`config.mk`:
```
export PLATFORM = sky130hd
export DESIGN_NAME = segment_register_file
export DESIGN_NICKNAME = d
export VERILOG_FILES = /design/src/rtl/segment_register_file_pkg.sv /design/src/rtl/segment_register_file_seg_xlat_stage.sv /design/src/rtl/segment_register_file.sv
export SDC_FILE = /design/constraint.sdc
export NUM_CORES = 1
export LEC_CHECK = 0
export CORE_UTILIZATION = 57
export DETAILED_ROUTE_END_ITERATION = 6
export HOLD_SLACK_MARGIN = 0.08
export PLACE_DENSITY = 0.8
export RECOVER_POWER = 100
export SLEW_MARGIN = 5
export SYNTH_ARGS = -nofsm -noshare
export SYNTH_HDL_FRONTEND = slang
export SYNTH_SLANG_ARGS = --single-unit
```
`constraint.sdc`:
```
create_clock -name clk -period 6.3 [get_ports clk]
set_clock_uncertainty 0.1 [all_clocks]
set_input_delay 0.945 -clock clk [delete_from_list [all_inputs] [get_ports clk]]
set_output_delay 0.945 -clock clk [all_outputs]
set_load 0.05 [all_outputs]
```
`src/rtl/segment_register_file_pkg.sv`:
```
// ---------------------------------------------------------------------------
// segment_register_file_pkg
//   Shared segment select codes and default widths for segment_register_file.
//   Revision: 1.0
// ---------------------------------------------------------------------------
`default_nettype none
`timescale 1ns/1ps

package segment_register_file_pkg;

  localparam int c_DEF_DATA_W    = 16;
  localparam int c_DEF_NUM_SEG   = 4;
  localparam int c_DEF_SEL_W     = 2;
  localparam int c_DEF_SEG_SHIFT = 4;
  localparam int c_DEF_PADDR_W   = 20;

  localparam logic [c_DEF_SEL_W-1:0] SEG_CS = 2'd0;
  localparam logic [c_DEF_SEL_W-1:0] SEG_DS = 2'd1;
  localparam logic [c_DEF_SEL_W-1:0] SEG_SS = 2'd2;
  localparam logic [c_DEF_SEL_W-1:0] SEG_ES = 2'd3;

endpackage

`default_nettype wire

```
`src/rtl/segment_register_file_seg_xlat_stage.sv`:
```
// ---------------------------------------------------------------------------
// seg_xlat_stage
//   Registered segment:offset to physical address stage (base<<SHIFT + offset).
//   SEG_LIMIT_CHECK_EN adds a registered offset-over-limit fault flag.
//   Revision: 1.0
// ---------------------------------------------------------------------------
`default_nettype none
`timescale 1ns/1ps

module seg_xlat_stage
  import segment_register_file_pkg::*;
#(
  parameter int DATA_W    = c_DEF_DATA_W,
  parameter int SEG_SHIFT = c_DEF_SEG_SHIFT,
  parameter int PADDR_W   = c_DEF_PADDR_W
) (
  input  logic               clk,
  input  logic               reset,
  input  logic               xlat_valid,
  input  logic [DATA_W-1:0]  xlat_base,
  input  logic [DATA_W-1:0]  xlat_offset,
`ifdef SEG_LIMIT_CHECK_EN
  input  logic [DATA_W-1:0]  xlat_limit,
  output logic               xlat_fault,
`endif
  output logic               xlat_out_valid,
  output logic [PADDR_W-1:0] xlat_paddr
);

  // Sum is formed at least PADDR_W wide, then truncated so overflow wraps.
  localparam int c_SUM_W = (DATA_W + SEG_SHIFT > PADDR_W) ? (DATA_W + SEG_SHIFT) : PADDR_W;

  logic [c_SUM_W-1:0] w_shifted;
  logic [c_SUM_W-1:0] w_sum;
  logic               r_valid;
  logic [PADDR_W-1:0] r_paddr;

  assign w_shifted = c_SUM_W'(xlat_base) << SEG_SHIFT;
  assign w_sum     = w_shifted + c_SUM_W'(xlat_offset);

  always_ff @(posedge clk or posedge reset) begin
    if (reset) begin
      r_valid <= 1'b0;
      r_paddr <= '0;
    end else begin
      r_valid <= xlat_valid;
      if (xlat_valid) begin
        r_paddr <= w_sum[PADDR_W-1:0];
      end
    end
  end

  assign xlat_out_valid = r_valid;
  assign xlat_paddr     = r_paddr;

`ifdef SEG_LIMIT_CHECK_EN
  logic r_fault;

  always_ff @(posedge clk or posedge reset) begin
    if (reset) begin
      r_fault <= 1'b0;
    end else begin
      r_fault <= xlat_valid & (xlat_offset > xlat_limit);
    end
  end

  assign xlat_fault = r_fault;
`endif

endmodule

`default_nettype wire

```
`src/rtl/segment_register_file.sv`:
```
// ---------------------------------------------------------------------------
// segment_register_file
//   Bank of segment registers with shadow save/restore and a registered
//   address translation stage. SEG_LIMIT_CHECK_EN adds per-segment limits.
//   Revision: 1.0
// ---------------------------------------------------------------------------
`default_nettype none
`timescale 1ns/1ps

module segment_register_file
  import segment_register_file_pkg::*;
#(
  parameter int DATA_W    = c_DEF_DATA_W,
  parameter int NUM_SEG   = c_DEF_NUM_SEG,
  parameter int SEL_W     = c_DEF_SEL_W,
  parameter int SEG_SHIFT = c_DEF_SEG_SHIFT,
  parameter int PADDR_W   = c_DEF_PADDR_W
) (
  input  logic               clk,
  input  logic               reset,
  input  logic               load_seg,
  input  logic [SEL_W-1:0]   seg_wr_sel,
  input  logic [DATA_W-1:0]  seg_data_in,
  input  logic [SEL_W-1:0]   seg_rd_sel,
  output logic [DATA_W-1:0]  seg_data_out,
  input  logic               save_segs,
  input  logic               restore_segs,
`ifdef SEG_LIMIT_CHECK_EN
  input  logic               load_limit,
  output logic               xlat_fault,
`endif
  input  logic               xlat_valid,
  input  logic [SEL_W-1:0]   xlat_seg,
  input  logic [DATA_W-1:0]  xlat_offset,
  output logic               xlat_out_valid,
  output logic [PADDR_W-1:0] xlat_paddr
);

  logic [DATA_W-1:0] r_active [NUM_SEG];
  logic [DATA_W-1:0] r_shadow [NUM_SEG];
  logic [DATA_W-1:0] w_xlat_base;

  // Save reads pre-edge active values, so save+restore is a true swap and
  // a concurrent load never lands in the shadow bank.
  always_ff @(posedge clk or posedge reset) begin
    if (reset) begin
      for (int i = 0; i < NUM_SEG; i++) begin
        r_active[i] <= '0;
        r_shadow[i] <= '0;
      end
    end else begin
      for (int i = 0; i < NUM_SEG; i++) begin
        if (load_seg && (seg_wr_sel == SEL_W'(i))) begin
          r_active[i] <= seg_data_in;
        end else if (restore_segs) begin
          r_active[i] <= r_shadow[i];
        end
        if (save_segs) begin
          r_shadow[i] <= r_active[i];
        end
      end
    end
  end

`ifdef SEG_LIMIT_CHECK_EN
  logic [DATA_W-1:0] r_limit        [NUM_SEG];
  logic [DATA_W-1:0] r_limit_shadow [NUM_SEG];
  logic [DATA_W-1:0] w_xlat_limit;

  always_ff @(posedge clk or posedge reset) begin
    if (reset) begin
      for (int i = 0; i < NUM_SEG; i++) begin
        r_limit[i]        <= '1;
        r_limit_shadow[i] <= '1;
      end
    end else begin
      for (int i = 0; i < NUM_SEG; i++) begin
        if (load_limit && (seg_wr_sel == SEL_W'(i))) begin
          r_limit[i] <= seg_data_in;
        end else if (restore_segs) begin
          r_limit[i] <= r_limit_shadow[i];
        end
        if (save_segs) begin
          r_limit_shadow[i] <= r_limit[i];
        end
      end
    end
  end

  // Out-of-range selects see an all-ones limit and therefore never fault.
  always_comb begin
    w_xlat_limit = '1;
    for (int i = 0; i < NUM_SEG; i++) begin
      if (xlat_seg == SEL_W'(i)) begin
        w_xlat_limit = r_limit[i];
      end
    end
  end
`endif

  // Out-of-range selects read as zero on both the read port and the base.
  always_comb begin
    seg_data_out = '0;
    w_xlat_base  = '0;
    for (int i = 0; i < NUM_SEG; i++) begin
      if (seg_rd_sel == SEL_W'(i)) begin
        seg_data_out = r_active[i];
      end
      if (xlat_seg == SEL_W'(i)) begin
        w_xlat_base = r_active[i];
      end
    end
  end

  seg_xlat_stage #(
    .DATA_W    (DATA_W),
    .SEG_SHIFT (SEG_SHIFT),
    .PADDR_W   (PADDR_W)
  ) u_xlat (
    .clk            (clk),
    .reset          (reset),
    .xlat_valid     (xlat_valid),
    .xlat_base      (w_xlat_base),
    .xlat_offset    (xlat_offset),
`ifdef SEG_LIMIT_CHECK_EN
    .xlat_limit     (w_xlat_limit),
    .xlat_fault     (xlat_fault),
`endif
    .xlat_out_valid (xlat_out_valid),
    .xlat_paddr     (xlat_paddr)
  );

endmodule

`default_nettype wire

```
**Yosys cells after proc, flatten, opt, wreduce, memory -nomap -nowiden**

Cells that the tools add are included.

- $add $sub $neg: 1
- Equality and inequality tests: 9
- Muxes and demuxes: 16
- Reductions and logical operators: 11

Operator list:

| kind | count |
|---|---|
| $mux 16 | 16 |
| $add 20x16->20 | 1 |
| $eq 2x2->1 const B | 6 |
| $reduce_bool 2->1 | 4 |
| $eq 2x1->1 const B | 3 |
| $logic_not 2->1 | 3 |
| $logic_and 1x1->1 | 4 |

- Register bits: 149
- Input bits: 44
- Output and inout port bits: 37
- Logic and storage cells: 47

**Longest topological paths before layout**

Gate-level depths: netlist of run 1.

- Word-level depth: 6
- Gate-level depth with buffers: 10
- Depth with buffers taken out: 8

**By module**

A second synthesis of run 1 with hierarchy kept.

- Cell total of the unflattened synthesis: 549
- Area, all modules: 7791.2 um2

By module, submodules not included:

| module | times used | cells an instance | area an instance (um2) | sequential area each (um2) |
|---|---|---|---|---|
| segment_register_file | 1 | 407 | 6327.3 | 3203.1 |
| seg_xlat_stage | 1 | 142 | 1463.9 | 525.5 |

**Worst setup path after synthesis of run 1**

Ideal clock, no wire load.

- Kind: input to register
- From: in xlat_seg[0]
- To: reg u_xlat.r_paddr[16], in the netlist u_xlat.xlat_paddr[16]
- Setup time: 0.126 ns
- Arrival: 3.518 ns
- Required time: 6.074 ns
- Slack: 2.556 ns
- Stages: 9
- Buffers on the path: 2
- Cell sequence: buf_2 -> buf_2 -> mux4_2 -> ha_1 -> nand2_2 -> o211a_1 -> or3b_4 -> and4_1 -> a221o_1

- Cells in the longest elaborated chain, start to end: 6
- Elaborated cells between the ends (all ways): 9
- Classes of those cells: add/sub: 1; eq/ne: 3; mux: 4; reduce/logical: 1

RTL lines:

| item | line | text |
|---|---|---|
| start, declared | segment_register_file.sv:33 | `input logic [SEL_W-1:0] xlat_seg,` |
| $logic_not 2->1 | segment_register_file.sv:109 | `if (xlat_seg == SEL_W'(i)) begin` |
| $mux 16 (3 in series) | segment_register_file.sv:109 |  |
| $mux 16 * | segment_register_file.sv:109 |  |
| $add 20x16->20 * | segment_register_file_seg_xlat_stage.sv:39 | `assign w_sum = w_shifted + c_SUM_W'(xlat_offset);` |
| end signal, assigned | segment_register_file_seg_xlat_stage.sv:48 | `r_paddr <= w_sum[PADDR_W-1:0];` |
| end, declared | segment_register_file_seg_xlat_stage.sv:36 | `logic [PADDR_W-1:0] r_paddr;` |

Every way passes the cells marked *; elsewhere a longest branch is shown, timed or not.
A chain may end at the register's enable or synchronous reset.

**Final worst setup path of run 1**

- From: in restore_segs
- To: reg r_active[57] (netlist bit)

- Cells in the longest elaborated chain, start to end: 1

RTL lines:

| item | line | text |
|---|---|---|
| start, declared | segment_register_file.sv:27 | `input logic restore_segs,` |
| $reduce_bool 2->1 (no source line) | -- |  |
| end signal, assigned by index | segment_register_file.sv:54 | `r_active[i] <= seg_data_in;` |
| end signal, assigned by index | segment_register_file.sv:56 | `r_active[i] <= r_shadow[i];` |
| end, declared | segment_register_file.sv:39 | `logic [DATA_W-1:0] r_active [NUM_SEG];` |

No other way between the ends.

==> impl_metrics.prom, run 1 <==
# TYPE chip_impl_metric gauge
chip_impl_metric{name="postLayoutSetupSlackWorst",unit="ns"} 1.45
chip_impl_metric{name="seq_area",unit="sq um"} 3730
chip_impl_metric{name="gp_routability_congestion",unit=""} 0.872
chip_impl_metric{name="port-buffer-count",unit=""} 80
chip_impl_metric{name="ctsHtreeMaxLevel",unit=""} 4
chip_impl_metric{name="synth_top_area_share",unit="%"} 50.0
chip_impl_metric{name="max-cap-violations",unit=""} 3
chip_impl_metric{name="post_place_cells",unit=""} 816
chip_impl_info{name="synth_most_common_cell",value="sky130_fd_sc_hd__dfrtp_1"} 1
chip_impl_metric{name="timing.final.hold_violations",unit=""} 0
chip_impl_metric{name="seqPwrFrac",unit="%"} 39.1
chip_impl_metric{name="ir_drop",unit="mV"} 0.220
chip_impl_info{name="post_synth_main_area_contributors",value="sky130_fd_sc_hd__dfrtp_1 (50%), sky130_fd_sc_hd__mux2_2 (11%), sky130_fd_sc_hd__mux4_2 (9.7%)"} 1
chip_impl_info{name="synth_top_area_cell",value="sky130_fd_sc_hd__dfrtp_1"} 1
chip_impl_metric{name="cellLeakagePower",unit="nW"} 3.83
chip_impl_metric{name="finalNonFillerCells",unit=""} 847
chip_impl_metric{name="final.min_clock_period",unit="ns"} 4.85
chip_impl_metric{name="clockPowerShare",unit="%"} 25.4
chip_impl_metric{name="seq_area_frac_synth",unit="%"} 50.0
chip_impl_metric{name="count_of_fill_cells_added_during_filler_insertion",unit=""} 870
chip_impl_info{name="rr_endpoint",value="u_xlat.xlat_paddr[16]"} 1
chip_impl_metric{name="dp.final_hpwl",unit="mm"} 11.3
chip_impl_metric{name="core",unit="sq um"} 12700
chip_impl_metric{name="firstDrtPassIters",unit=""} 4
chip_impl_metric{name="drive_gt1_share",unit="%"} 21.5
chip_impl_metric{name="syn_area_per_cell",unit="sq um"} 12.5
chip_impl_metric{name="ys_warn_count",unit=""} 0
chip_impl_info{name="hold_crit_path_type",value="reg -> reg"} 1
chip_impl_metric{name="timing_max_transition_violations_final",unit=""} 179
chip_impl_metric{name="area_delta_synth_final",unit="%"} 20.4
chip_impl_metric{name="slew-limit-headroom",unit="%"} -226
chip_impl_metric{name="start_util",unit="%"} 58.9
chip_impl_info{name="reg2reg_from",value="r_active[2]"} 1
chip_impl_metric{name="gr-total-overflow",unit=""} 0
chip_impl_metric{name="netSwitchingPower",unit="mW"} 1.48
chip_impl_metric{name="drt-initial-drc-count",unit=""} 407
chip_impl_info{name="grt_setup_unrepaired",value="false"} 1
chip_impl_info{name="critPathLaunch",value="restore_segs"} 1
chip_impl_info{name="cts.root.buffer_cell",value="sky130_fd_sc_hd__clkbuf_16"} 1
chip_impl_metric{name="ant_nets",unit=""} 0
chip_impl_info{name="tritoncts",value="done"} 1
chip_impl_metric{name="dpl_worst_slack",unit="ns"} 1.66
chip_impl_info{name="worstSetupEndpoint",value="r_active[57]"} 1
chip_impl_metric{name="via_count",unit=""} 5280
chip_impl_metric{name="cts.repair.resized",unit=""} 0
chip_impl_metric{name="wirelength",unit="mm"} 17.6
chip_impl_info{name="failing_checks",value="capacitance limit, slew limit"} 1
chip_impl_metric{name="post-cts-setup-buffer-count",unit=""} 0
chip_impl_metric{name="routedWlPerCell",unit="um"} 20.7
chip_impl_info{name="outcome",value="complete, but fails checks"} 1
chip_impl_metric{name="grt_max_degree",unit=""} 103
chip_impl_metric{name="holdBufCountCts",unit=""} 0
chip_impl_metric{name="syn-instance-count",unit=""} 595
chip_impl_metric{name="areal_power_density_over_the_cells",unit="nW/um^2"} 460
chip_impl_metric{name="worst_r2r_path_depth",unit=""} 7
chip_impl_metric{name="ys_async_sr_fraction",unit="%"} 100
chip_impl_metric{name="die_area",unit="sq um"} 13600
chip_impl_metric{name="tightestPinTransition",unit="ns"} 4.89
chip_impl_metric{name="io-pin-count",unit=""} 81
chip_impl_metric{name="worst_ep_arrival_time",unit="ns"} 5.08
chip_impl_metric{name="cts_sinks",unit=""} 149
chip_impl_metric{name="global_route_wire_length_before_repair",unit="mm"} 27.8
chip_impl_info{name="netlist_top_cells_count",value="sky130_fd_sc_hd__dfrtp_1 (149), sky130_fd_sc_hd__mux2_2 (75), sky130_fd_sc_hd__mux2i_1 (65)"} 1
chip_impl_metric{name="worstPathRequired",unit="ns"} 6.53
chip_impl_metric{name="cts_buffers",unit=""} 17
chip_impl_metric{name="synthesis.area",unit="sq um"} 7460
chip_impl_metric{name="total_negative_setup_slack",unit="ns"} 0
chip_impl_metric{name="die_height",unit="um"} 116
chip_impl_metric{name="finalCritPeriodShare",unit="%"} 77.0
chip_impl_metric{name="clk_latency",unit="ns"} 0.43
chip_impl_metric{name="synth_cell_types",unit=""} 45
chip_impl_metric{name="antenna_found_initial",unit=""} 0
chip_impl_info{name="start_kind",value="primary input"} 1
chip_impl_info{name="timing_worst_setup_path_type",value="in -> reg"} 1
chip_impl_metric{name="global_route.usage.total",unit="%"} 27.9
chip_impl_metric{name="multiInputGateArea",unit="sq um"} 3560
chip_impl_metric{name="p_int",unit="mW"} 2.65
chip_impl_metric{name="drt-vias-per-instance",unit=""} 6.23
chip_impl_metric{name="synth-edff-count",unit=""} 0
chip_impl_metric{name="first_global_vias",unit=""} 5241
chip_impl_metric{name="achievable-frequency",unit="GHz"} 0.206
chip_impl_metric{name="cell_rows",unit=""} 41
chip_impl_metric{name="power.switching_fraction",unit="%"} 35.9
chip_impl_info{name="ys.flop_type",value="sky130_fd_sc_hd__dfrtp_1"} 1
chip_impl_metric{name="cts_buffer_depth",unit=""} 2
chip_impl_metric{name="worst-path-max-fanout",unit=""} 64
chip_impl_metric{name="r2r_slack",unit="ns"} 3.45
chip_impl_metric{name="power_frac_comb",unit="%"} 35.5
chip_impl_info{name="cp-end-kind",value="register"} 1
chip_impl_metric{name="synth.ff_latch_count",unit=""} 149
chip_impl_metric{name="setup_viol",unit=""} 0
chip_impl_metric{name="clock_transition_at_the_registers_of_the_reported_paths",unit="ns"} 0.06
chip_impl_metric{name="synth_nets",unit=""} 653
chip_impl_metric{name="final_nets",unit=""} 721
chip_impl_metric{name="die_span_x",unit="um"} 116
chip_impl_metric{name="antenna-diode-count",unit=""} 0
chip_impl_metric{name="drt_drc_violations_left",unit=""} 0
per-stage QoR:
step	instance area [sq um]	util (%)	hold slack, ns	total power, mW
CTS	9000	71.0	0.408	4.16
finish	8980	70.9	0.399	4.13
floorplan	7460	-	0.380	2.63
detailed placement	8380	66.1	0.390	3.10
global placement	8380	66.1	0.375	3.02
global route	8980	70.9	0.408	4.32
flip-flops by register name, summed over array words and instances, names as in the netlist:
signal                 cells
u_xlat.xlat_out_valid      1
r_active                  64
u_xlat.xlat_paddr         20
r_shadow                  64
worst min path at each step:
| stage | startpoint | end | slack, ns | depth (start not counted) |
|---|---|---|---|---|
| after CTS | u_xlat.xlat_paddr[8] | u_xlat.xlat_paddr[8] | 0.41 | 1 |
| final | u_xlat.xlat_paddr[10] | u_xlat.xlat_paddr[10] | 0.40 | 1 |
| after global routing | u_xlat.xlat_paddr[10] | u_xlat.xlat_paddr[10] | 0.41 | 1 |
| after floorplan | r_shadow[2] | r_shadow[2] | 0.38 | 1 |
| after detailed placement | u_xlat.xlat_paddr[11] | u_xlat.xlat_paddr[11] | 0.39 | 2 |
| after global placement | u_xlat.xlat_paddr[7] | u_xlat.xlat_paddr[7] | 0.38 | 2 |
placed cells by master, fill, tap and decap left out, types with 2 or more instances in the layout:
cell,n
sky130_fd_sc_hd__o31ai_1,2
sky130_fd_sc_hd__o21ai_0,39
sky130_fd_sc_hd__clkbuf_8,5
sky130_fd_sc_hd__nand3_1,5
sky130_fd_sc_hd__clkbuf_1,5
sky130_fd_sc_hd__mux2i_1,65
sky130_fd_sc_hd__ha_1,13
sky130_fd_sc_hd__dlygate4sd3_1,40
sky130_fd_sc_hd__xnor2_1,3
sky130_fd_sc_hd__mux2_1,3
sky130_fd_sc_hd__o21a_1,3
sky130_fd_sc_hd__a211o_1,5
sky130_fd_sc_hd__bufinv_16,3
sky130_fd_sc_hd__nand2_1,40
sky130_fd_sc_hd__a21oi_1,44
sky130_fd_sc_hd__and3_1,2
sky130_fd_sc_hd__inv_1,4
sky130_fd_sc_hd__buf_4,5
sky130_fd_sc_hd__mux2_2,72
sky130_fd_sc_hd__mux4_2,32
sky130_fd_sc_hd__a21o_1,2
sky130_fd_sc_hd__xor2_1,4
sky130_fd_sc_hd__nand3b_1,3
sky130_fd_sc_hd__dfrtp_1,149
sky130_fd_sc_hd__clkdlybuf4s50_1,38
sky130_fd_sc_hd__clkbuf_16,17
sky130_fd_sc_hd__nor2_1,38
sky130_fd_sc_hd__clkinv_2,3
sky130_fd_sc_hd__a31oi_1,2
sky130_fd_sc_hd__o211ai_1,2
sky130_fd_sc_hd__and2_1,2
power by group through the flow:
stage / clock network, mW / registers (mW) / logic [mW]
floorplan: 0 / 1.70 / 0.929
global placement: 0 / 1.58 / 1.44
detailed placement: 0 / 1.62 / 1.49
CTS: 1.06 / 1.60 / 1.50
global route: 1.09 / 1.66 / 1.57
finish: 1.05 / 1.62 / 1.47
layer usage:
layer / share of wire [%] / vias up / track usage (%)
met3: 4.9 / 29 / 5.24
met5: 0 / - / 0
li1: - / 2339 / -
met2: 48 / 184 / 43.4
met4: 1.8 / 0 / 10.4
met1: 46 / 2728 / 39.4
final cells by class:
| cell class | count | share of cell area (%) |
|---|---|---|
| flip-flops and latches | 149 | 41.5 |
| multi-input cells | 403 | 39.7 |
| repair buffers | 87 | 9.28 |
| clock buffers | 23 | 5.54 |
| well taps | 172 | 2.40 |
| clock inverters | 8 | 1.35 |
| inverters | 5 | 0.265 |
cell families (layout without fill, tap and decap cells):
logic type | Yosys count | in the layout | share of synthesized area [%]
AND/OR/NAND/NOR | 100 | 100 | 5.89
XOR/XNOR | 7 | 7 | 0.822
AO/OA/AOI/OAI | 110 | 110 | 8.85
buffers and inverters | 43 | 123 | 2.33
flip-flops | 149 | 149 | 50.0
multiplexers | 172 | 172 | 29.7
adder cells (fa/ha/maj) | 14 | 14 | 2.45
worst max-delay path, stage by stage:
cell and delay, ns:
sky130_fd_sc_hd__clkbuf_1 3.34, sky130_fd_sc_hd__mux2i_1 0.38, sky130_fd_sc_hd__o21ai_0 0.33
No activity file was read; power rests on OpenSTA's default activity.
==> run 2: changes to the inputs <==
--- a/config.mk
+++ b/config.mk
@@ -5,10 +5,10 @@
 export SDC_FILE = /design/constraint.sdc
 export NUM_CORES = 1
 export LEC_CHECK = 0
-export CORE_UTILIZATION = 57
+export CORE_UTILIZATION = 51
 export DETAILED_ROUTE_END_ITERATION = 6
 export HOLD_SLACK_MARGIN = 0.08
-export PLACE_DENSITY = 0.8
+export PLACE_DENSITY = 0.76
 export RECOVER_POWER = 100
 export SLEW_MARGIN = 5
 export SYNTH_ARGS = -nofsm -noshare
==> constraint.sdc (replaced) <==
create_clock -name clk -period 4.4 [get_ports clk]
set_clock_uncertainty 0.1 [all_clocks]
set_input_delay 0.66 -clock clk [delete_from_list [all_inputs] [get_ports clk]]
set_output_delay 0.66 -clock clk [all_outputs]
set_load 0.05 [all_outputs]
==> impl_metrics.prom, run 2 (synthesis gave the netlist of run 1 again) <==
# TYPE chip_impl_metric gauge
chip_impl_metric{name="timing.final.hold_violations",unit=""} 0
chip_impl_metric{name="global_route.usage.total",unit="%"} 24.6
chip_impl_metric{name="cell_rows",unit=""} 43
chip_impl_metric{name="worstPathRequired",unit="ns"} 3.64
chip_impl_metric{name="core",unit="sq um"} 14100
chip_impl_metric{name="grt_max_degree",unit=""} 94
chip_impl_metric{name="timing_max_transition_violations_final",unit=""} 309
chip_impl_metric{name="cts_buffers",unit=""} 17
chip_impl_metric{name="worst_r2r_path_depth",unit=""} 7
chip_impl_metric{name="cts_sinks",unit=""} 149
chip_impl_info{name="cp-end-kind",value="output port"} 1
chip_impl_metric{name="finalCritPeriodShare",unit="%"} 82.8
chip_impl_info{name="failing_checks",value="capacitance limit, slew limit"} 1
chip_impl_metric{name="drive_gt1_share",unit="%"} 21.1
chip_impl_metric{name="final_nets",unit=""} 725
chip_impl_info{name="worstSetupEndpoint",value="seg_data_out[2]"} 1
chip_impl_info{name="rr_endpoint",value="u_xlat.xlat_paddr[18]"} 1
chip_impl_metric{name="total_negative_setup_slack",unit="ns"} 0
chip_impl_metric{name="r2r_slack",unit="ns"} 1.58
chip_impl_metric{name="post-cts-setup-buffer-count",unit=""} 0
chip_impl_metric{name="dpl_worst_slack",unit="ns"} 0.605
chip_impl_metric{name="clk_latency",unit="ns"} 0.42
chip_impl_metric{name="ant_nets",unit=""} 0
chip_impl_metric{name="die_span_x",unit="um"} 123
chip_impl_metric{name="max-cap-violations",unit=""} 6
chip_impl_metric{name="wirelength",unit="mm"} 16.6
chip_impl_metric{name="drt_drc_violations_left",unit=""} 0
chip_impl_info{name="mostFrequentLayoutCell",value="sky130_fd_sc_hd__dfrtp_1"} 1
chip_impl_info{name="hold_crit_path_type",value="reg -> reg"} 1
chip_impl_metric{name="global_route_wire_length_before_repair",unit="mm"} 27.2
chip_impl_metric{name="via_count",unit=""} 5133
chip_impl_info{name="outcome",value="complete, but fails checks"} 1
chip_impl_metric{name="first_global_vias",unit=""} 5180
chip_impl_metric{name="worst-path-max-fanout",unit=""} 16
chip_impl_metric{name="postLayoutSetupSlackWorst",unit="ns"} 0.756
chip_impl_metric{name="cts.repair.resized",unit=""} 0
chip_impl_metric{name="antenna_found_initial",unit=""} 0
chip_impl_metric{name="achievable-frequency",unit="GHz"} 0.274
chip_impl_metric{name="drt-vias-per-instance",unit=""} 5.98
chip_impl_metric{name="drt-initial-drc-count",unit=""} 455
chip_impl_info{name="cts.root.buffer_cell",value="sky130_fd_sc_hd__clkbuf_16"} 1
chip_impl_metric{name="areal_power_density_over_the_cells",unit="nW/um^2"} 635
chip_impl_metric{name="ir_drop",unit="mV"} 0.307
chip_impl_metric{name="final.min_clock_period",unit="ns"} 3.64
chip_impl_metric{name="worst_ep_arrival_time",unit="ns"} 2.88
chip_impl_info{name="tritoncts",value="done"} 1
chip_impl_metric{name="gr-total-overflow",unit=""} 0
chip_impl_metric{name="holdBufCountCts",unit=""} 0
chip_impl_metric{name="setup_viol",unit=""} 0
chip_impl_metric{name="cellLeakagePower",unit="nW"} 3.81
chip_impl_info{name="grt_setup_unrepaired",value="false"} 1
chip_impl_info{name="critPathLaunch",value="seg_rd_sel[0]"} 1
chip_impl_metric{name="routedWlPerCell",unit="um"} 19.4
chip_impl_metric{name="ctsHtreeMaxLevel",unit=""} 4
chip_impl_metric{name="firstDrtPassIters",unit=""} 5
chip_impl_info{name="start_kind",value="primary input"} 1
chip_impl_metric{name="area_delta_synth_final",unit="%"} 19.6
chip_impl_info{name="layout.cells.most_common_list",value="sky130_fd_sc_hd__dfrtp_1 (149), sky130_fd_sc_hd__mux2_2 (75), sky130_fd_sc_hd__mux2i_1 (65)"} 1
chip_impl_metric{name="die_area",unit="sq um"} 15100
chip_impl_metric{name="slew-limit-headroom",unit="%"} -55.2
chip_impl_info{name="timing_worst_setup_path_type",value="in -> out"} 1
chip_impl_info{name="reg2reg_from",value="r_active[4]"} 1
chip_impl_metric{name="port-buffer-count",unit=""} 80
chip_impl_metric{name="dp.final_hpwl",unit="mm"} 10.6
chip_impl_metric{name="gp_routability_congestion",unit=""} 0.954
chip_impl_metric{name="start_util",unit="%"} 52.9
chip_impl_metric{name="die_height",unit="um"} 123
chip_impl_metric{name="cts_buffer_depth",unit=""} 2
chip_impl_metric{name="io-pin-count",unit=""} 81
chip_impl_metric{name="antenna-diode-count",unit=""} 0
chip_impl_metric{name="tightestPinTransition",unit="ns"} 2.33
chip_impl_metric{name="clock_transition_at_the_registers_of_the_reported_paths",unit="ns"} 0.05
==> run 2: worst min path at each step <==
stage                          startpoint               endpoint  cells past startpoint
floorplan                     r_shadow[2]            r_shadow[2]                      1
global placement     u_xlat.xlat_paddr[7]   u_xlat.xlat_paddr[7]                      2
detailed placement   u_xlat.xlat_paddr[7]   u_xlat.xlat_paddr[7]                      2
CTS                 u_xlat.xlat_paddr[15]  u_xlat.xlat_paddr[15]                      1
global route        u_xlat.xlat_paddr[15]  u_xlat.xlat_paddr[15]                      1
finish              u_xlat.xlat_paddr[15]  u_xlat.xlat_paddr[15]                      1
==> run 2: worst max-delay path, stage by stage <==
cell,delay (ns)
sky130_fd_sc_hd__clkdlybuf4s50_1,0.45
sky130_fd_sc_hd__buf_4,0.35
sky130_fd_sc_hd__mux4_2,0.61
sky130_fd_sc_hd__dlygate4sd3_1,0.80
==> run 2: metrics by stage <==
stage	util [%]	hold slack [ns]	cell area [sq um]	std cells	total power, mW
floorplan	-	0.380	7470	595	3.76
global placement	60.0	0.367	8460	828	4.33
detailed placement	60.0	0.386	8460	828	4.42
CTS	63.7	0.399	8990	859	5.75
global route	63.3	0.398	8930	859	5.99
finish	63.3	0.392	8930	859	5.66
==> run 2: where the power goes <==
group          internal (mW)  switching (mW)
clock network          0.800           0.515
logic                  0.937            1.16
registers               1.89           0.364
==> run 2: final cells by class <==
type | count | area [sq um]
clock buffer | 26 | 479
inverter | 5 | 20.0
tap | 180 | 225
multi-input combinational | 403 | 3550
clock inverter | 5 | 50.0
sequential | 149 | 3730
timing repair buffer | 91 | 873
fill | 1049 | 5170
==> run 2: per-layer routing <==
metal,up-vias,share of wire [%],global-route usage [%]
met2,154,48,37.7
met5,-,0,0
met1,2616,45,34.7
met4,0,1.6,9.07
li1,2341,-,-
met3,22,5.5,5.07
